<file path="src/rtl/lzc_seq_pkg.sv">
// Shared types and constants for the sequential byte-wise leading-zero counter.
package lzc_seq_pkg;

  typedef enum logic [1:0] {
    IDLE = 2'd0,
    SCAN = 2'd1,
    DONE = 2'd2
  } state_t;

  localparam int LZC_BYTE_ALLZERO = 8;

  // Count must represent 0..w inclusive, hence one bit beyond $clog2(w).
  function automatic int cnt_width(input int w);
    return $clog2(w) + 1;
  endfunction

endpackage

</file>
<file path="src/rtl/lzc_byte.sv">
// Combinational leading-zero count of one byte; 8 means the byte is all zeros.
module lzc_byte
  import lzc_seq_pkg::*;
(
  input  logic [7:0] din,
  output logic [3:0] lz
);

  // Later iterations override earlier ones, so the highest set bit wins.
  always_comb begin
    lz = 4'(LZC_BYTE_ALLZERO);
    for (int i = 0; i < 8; i++) begin
      if (din[i]) lz = 4'(7 - i);
    end
  end

endmodule

</file>
<file path="src/rtl/lzc_seq_64.sv">
// Multi-cycle leading-zero counter and normalizer: one byte per cycle, MSB byte
// first, sharing a single 8-bit LZC across the whole operand.
//
// state | meaning
// IDLE  | ready for a new operand
// SCAN  | examining byte idx of the captured operand
// DONE  | result held until the consumer takes it
module lzc_seq_64
  import lzc_seq_pkg::*;
#(
  parameter int WIDTH = 64
) (
  input  logic                          CLK,
  input  logic                          RESET_n,
  input  logic                          abort,
  input  logic                          in_valid,
  output logic                          in_ready,
  input  logic [WIDTH-1:0]              in_data,
  output logic                          out_valid,
  input  logic                          out_ready,
  output logic [cnt_width(WIDTH)-1:0]   out_count,
  output logic                          out_zero,
  output logic [WIDTH-1:0]              out_norm,
  output logic                          busy
);

  localparam int NB = WIDTH / 8;
  localparam int CW = cnt_width(WIDTH);
  localparam int IW = (NB > 1) ? $clog2(NB) : 1;

  state_t           state;
  logic [WIDTH-1:0] opnd;
  logic [IW-1:0]    idx;
  logic [7:0]       cur_byte;
  logic [3:0]       lz;
  logic [CW-1:0]    count_next;
  logic [WIDTH-1:0] norm_next;

  always_comb begin
    cur_byte = '0;
    for (int i = 0; i < NB; i++) begin
      if (idx == IW'(i)) cur_byte = opnd[8*(NB-1-i) +: 8];
    end
  end

  lzc_byte u_lzc_byte (
    .din (cur_byte),
    .lz  (lz)
  );

  // {idx,3'b0} has $clog2(WIDTH) bits, so widening to CW before the add never overflows.
  assign count_next = CW'({idx, 3'b000}) + CW'(lz);
  assign norm_next  = opnd << count_next;

  assign in_ready  = (state == IDLE);
  assign out_valid = (state == DONE);
  assign busy      = (state != IDLE);

  always_ff @(posedge CLK or negedge RESET_n) begin
    if (!RESET_n) begin
      state     <= IDLE;
      opnd      <= '0;
      idx       <= '0;
      out_count <= '0;
      out_zero  <= 1'b0;
      out_norm  <= '0;
    end else if (abort) begin
      state     <= IDLE;
      idx       <= '0;
      out_count <= '0;
      out_zero  <= 1'b0;
      out_norm  <= '0;
    end else begin
      case (state)
        IDLE: begin
          if (in_valid) begin
            opnd  <= in_data;
            idx   <= '0;
            state <= SCAN;
          end
        end
        SCAN: begin
          if (lz != 4'(LZC_BYTE_ALLZERO)) begin
            out_count <= count_next;
            out_zero  <= 1'b0;
            out_norm  <= norm_next;
            state     <= DONE;
          end else if (idx == IW'(NB - 1)) begin
            out_count <= CW'(WIDTH);
            out_zero  <= 1'b1;
            out_norm  <= '0;
            state     <= DONE;
          end else begin
            idx <= idx + 1'b1;
          end
        end
        DONE: begin
          if (out_ready) state <= IDLE;
        end
        default: state <= IDLE;
      endcase
    end
  end

endmodule

</file>
<file path="config.mk">
export PLATFORM = sky130hd
export DESIGN_NAME = lzc_seq_64
export DESIGN_NICKNAME = d
export VERILOG_FILES = /design/src/rtl/lzc_seq_pkg.sv /design/src/rtl/lzc_byte.sv /design/src/rtl/lzc_seq_64.sv
export SDC_FILE = /design/constraint.sdc
export NUM_CORES = 1
export LEC_CHECK = 0
export CAP_MARGIN = 20
export CORE_ASPECT_RATIO = 0.6
export CORE_UTILIZATION = 40
export DETAILED_ROUTE_END_ITERATION = 8
export SYNTH_ARGS = -nofsm -noshare
export SYNTH_HDL_FRONTEND = slang
export SYNTH_SLANG_ARGS = --single-unit
export TNS_END_PERCENT = 50
</file>
<file path="constraint.sdc">
create_clock -name CLK -period 9.4 [get_ports CLK]
set_input_delay 2.35 -clock CLK [delete_from_list [all_inputs] [get_ports CLK]]
set_output_delay 2.35 -clock CLK [all_outputs]
set_load 0.005 [all_outputs]
</file>
==> summary.md <==
| Metric | Value |
|---|---|
| Worst-path maximum fanout | `26` |
| Unrepaired setup endpoints after global routing | `false` |
| Initial drt markers | `1890` |
| Final wirelength | `44500 um` |
| Grt total ovfl | `0` |
| Count leader, synth | `dfrtp_1` |
| Leak | `5.32 nW` |
| Synth Flop Type | `dfrtp_1` |
| Drt pass-1 iters | `6` |
| Synth top cells by count | `141 x dfrtp_1, 127 x nand2_1, 98 x o21ai_0, 68 x mux2i_1, 67 x a21oi_1` |
| Hold Buf Count CTS | `0` |
| CP Capture Type | `flop` |
| WL per Instance | `26.3 um` |
| Row Count | `46` |
| Vias in the first global route | `10392` |
| Clock share of power | `16.1%` |
| Fill cell count | `2592` |
| EDFF count, synth | `0` |
| CTS-repair resized insts | `0` |
| P per Cell Area | `338 nW/um^2` |
| Hold WS | `0.480 ns` |
| TritonCTS clock tree | `done` |
| Post-Syn Instances | `1253` |
| VDD IR max | `0.129 mV` |
| # diodes | `0` |
| Global-route wire length before repair | `67600 um` |
| Crit path launch | `idx[2]` |
| Syn_nets | `1330` |
| Fin nets | `1398` |
| Critical path arrival | `7.27 ns` |
| Setup_tns | `0 ns` |
| Crit path time final | `6.95 ns` |
| Library cells used by synthesis | `95` |
| Placer Congestion | `1.00` |
| Power share of the combinational group | `61.9%` |
| Worst r2r src | `idx[2]` |
| Async set or reset register ratio after synthesis | `100%` |
| Post CTS Setup Buffer Count | `0` |
| Post-DP HPWL | `32700 um` |
| Outcome | `completed` |
| Die Width | `217 um` |
| Sink Count | `141` |
| Top cell type's share of synthesized area | `31.7%` |
| Worst r2r path cells | `16` |
| Sequential Power Share | `22.0%` |
| Initial Utilization | `41.4%` |
| Via/cell ratio | `6.64` |
| Worst Max-Slew Pin Slew | `1.13 ns` |
| Footprint of the multi-input gates | `6860 um^2` |
| Avg Cell Area, Syn | `8.87 um^2` |
| Die ar. | `28500 um^2` |
| Total core area | `26800 um^2` |
| Die height | `131 um` |
| Relative slew slack | `24.5%` |
| Detailed-route via count | `11251` |
| CP Launch Type | `flop` |
| Critical setup path kind | `flop to flop` |
| Synthesized cell area | `11100 um^2` |
| Worst Clk Skew | `0.00923 ns` |
| Max Clock Freq | `144 MHz` |
| Switch Pwr | `2.30 mW` |
| Sequential cell area fraction in the yosys report | `31.7%` |
| HP Class | `flop to flop` |
| Switching fraction of total power | `51.8%` |
| Yosys top cell by area | `dfrtp_1` |
| R2r setup slk | `2.45 ns` |
| CP required | `9.73 ns` |
| Residual DRC count | `0` |
| Critical path endpoint | `out_norm[55]` |
| Pint | `2.14 mW` |
| Port buffer count | `143` |
| CTS H-tree lvls | `4` |
| Initial antenna violation count | `0` |
| Num ports | `144` |
| Layout cells sized above 1 | `12.6%` |
| Maximum capacitance violations | `0` |
| Slew Limit Fails | `0` |
| Global-route usage over all layers | `31.7%` |
| Largest net degree at the start of global routing | `88` |
| Synth top area cells | `dfrtp_1 32%, mux2_2 6.2%, mux2i_1 6.1%, o21ai_0 4.4%, nand2_1 4.3%` |
| Period utilization | `73.9%` |
| Reg area | `3530 um^2` |
| Antenna-violating nets left | `0` |
| Clock transition at path regs | `0.06 ns` |
| Final hold violations | `0` |
| R2R Path End | `out_norm[55]` |
| Root buf cell | `clkbuf_16` |
| CTS buffer count | `17` |
| Clock Latency Late Sink | `0.47 ns` |
| Area delta synth->final | `18.3%` |
| Synth warnings | `0` |
| Number of setup violations in the final report | `0` |
| #FFs+latches synth | `141` |
| Max Root-Sink Buffers | `2` |
-- power by group through the flow --
stage / registers [mW] / logic, mW / clock network (mW)
after detailed placement: 0.975 / 2.63 / 0
after floorplan: 0.877 / 1.78 / 0
after global routing: 0.988 / 2.89 / 0.747
after global placement: 0.977 / 2.63 / 0
after CTS: 0.966 / 2.64 / 0.726
final: 0.978 / 2.75 / 0.715
-- worst min-delay path by stage --
stage / start / to / slack (ns) / cells after the start
after detailed placement: out_count[2] / out_count[2] / 0.48 / 2
after global placement: out_norm[7] / out_norm[7] / 0.47 / 2
after CTS: out_count[2] / out_count[2] / 0.49 / 2
final: out_norm[1] / out_norm[1] / 0.48 / 2
after global routing: out_count[0] / out_count[0] / 0.51 / 2
after floorplan: out_count[0] / out_count[0] / 0.47 / 2
-- critical path: stages (launching register included) --
cell	delay, ns
dfrtp_1	0.94
inv_1	0.33
ha_1	0.50
or2_1	0.42
a221oi_2	0.30
o221ai_1	0.25
and3_1	0.36
nand4_1	0.25
inv_1	0.17
ha_2	0.21
ha_1	0.89
inv_1	0.56
nand2_1	0.91
nor2_1	0.16
a22o_1	0.26
a31oi_1	0.14
o211ai_1	0.12
-- sequential cells by signal, indices dropped and copies added (netlist names) --
name / cells
out_norm: 64
out_zero: 1
idx: 3
opnd: 64
state: 2
out_count: 7
-- per-layer routing --
metal | track usage [%] | wire, um | vias to the layer above
met1 | 48.9 | 20800 | 5539
li1 | - | - | 4952
met3 | 9.84 | 5320 | 77
met4 | 8.61 | 901 | 0
met5 | 0 | 0 | -
met2 | 41.2 | 17600 | 683
-- cell type report --
class	count	area share (%)
Clock inverter	14	1.27
Sequential cell	141	26.8
Clock buffer	18	3.34
Multi-Input combinational cell	967	52.2
Tap cell	360	3.43
Timing Repair Buffer	163	12.0
Inverter	31	0.885
-- per-stage QoR --
step                power (mW)  util [%]  std cells  area (um^2)  worst slack, ns
global placement          3.61      46.7       1661        12500             2.40
detailed placement        3.60      46.7       1661        12500             2.34
floorplan                 2.66         -       1253        11100             5.21
finish                    4.44      49.0       1694        13100             2.45
global route              4.62      49.0       1694        13100             2.07
CTS                       4.33      49.0       1693        13100             2.26
-- cells by family (layout without fill, tap and decap cells) --
kind of cell             Yosys count  after routing  share of synthesized area (%)
multiplexers                     136            136                           13.5
adder cells (fa/ha/maj)            8              8                          0.901
flip-flops                       141            141                           31.7
buffers and inverters            145            226                           6.92
XOR/XNOR                           2              2                          0.158
AND/OR/NAND/NOR                  352            352                           15.3
AO/OA/AOI/OAI                    469            469                           31.4
-- placed cells by master, fill, tap and decap left out, types with 6 or more instances in the layout --
cell type / netlist / layout
a31oi_1: 21 / 20
nor2_1: 51 / 51
a211oi_1: 35 / 35
a221o_1: 10 / 10
nor2b_1: 11 / 11
a221oi_1: 10 / 10
o21ai_0: 98 / 98
a21boi_0: 8 / 8
nand3_1: 52 / 52
o211ai_1: 21 / 21
buf_4: 8 / 20
nor4_1: 6 / 6
nand2_1: 127 / 127
o221ai_1: 9 / 9
a21oi_1: 67 / 67
dfrtp_1: 141 / 141
ha_1: 8 / 7
inv_1: 30 / 30
mux2i_1: 68 / 68
a22o_1: 27 / 27
a21o_1: 8 / 8
o22ai_1: 14 / 14
nand3b_1: 11 / 11
and3_1: 20 / 20
nor3_1: 26 / 24
clkdlybuf4s50_1: 0 / 142
a211o_1: 16 / 16
o31ai_1: 12 / 12
mux2_2: 61 / 61
and2_1: 6 / 6
nand4_1: 10 / 10
o21ai_1: 13 / 13
a221oi_2: 7 / 7
clkbuf_16: 0 / 17
a32oi_1: 9 / 9
a22oi_1: 13 / 13
No activity file was read; power rests on OpenSTA's default activity.
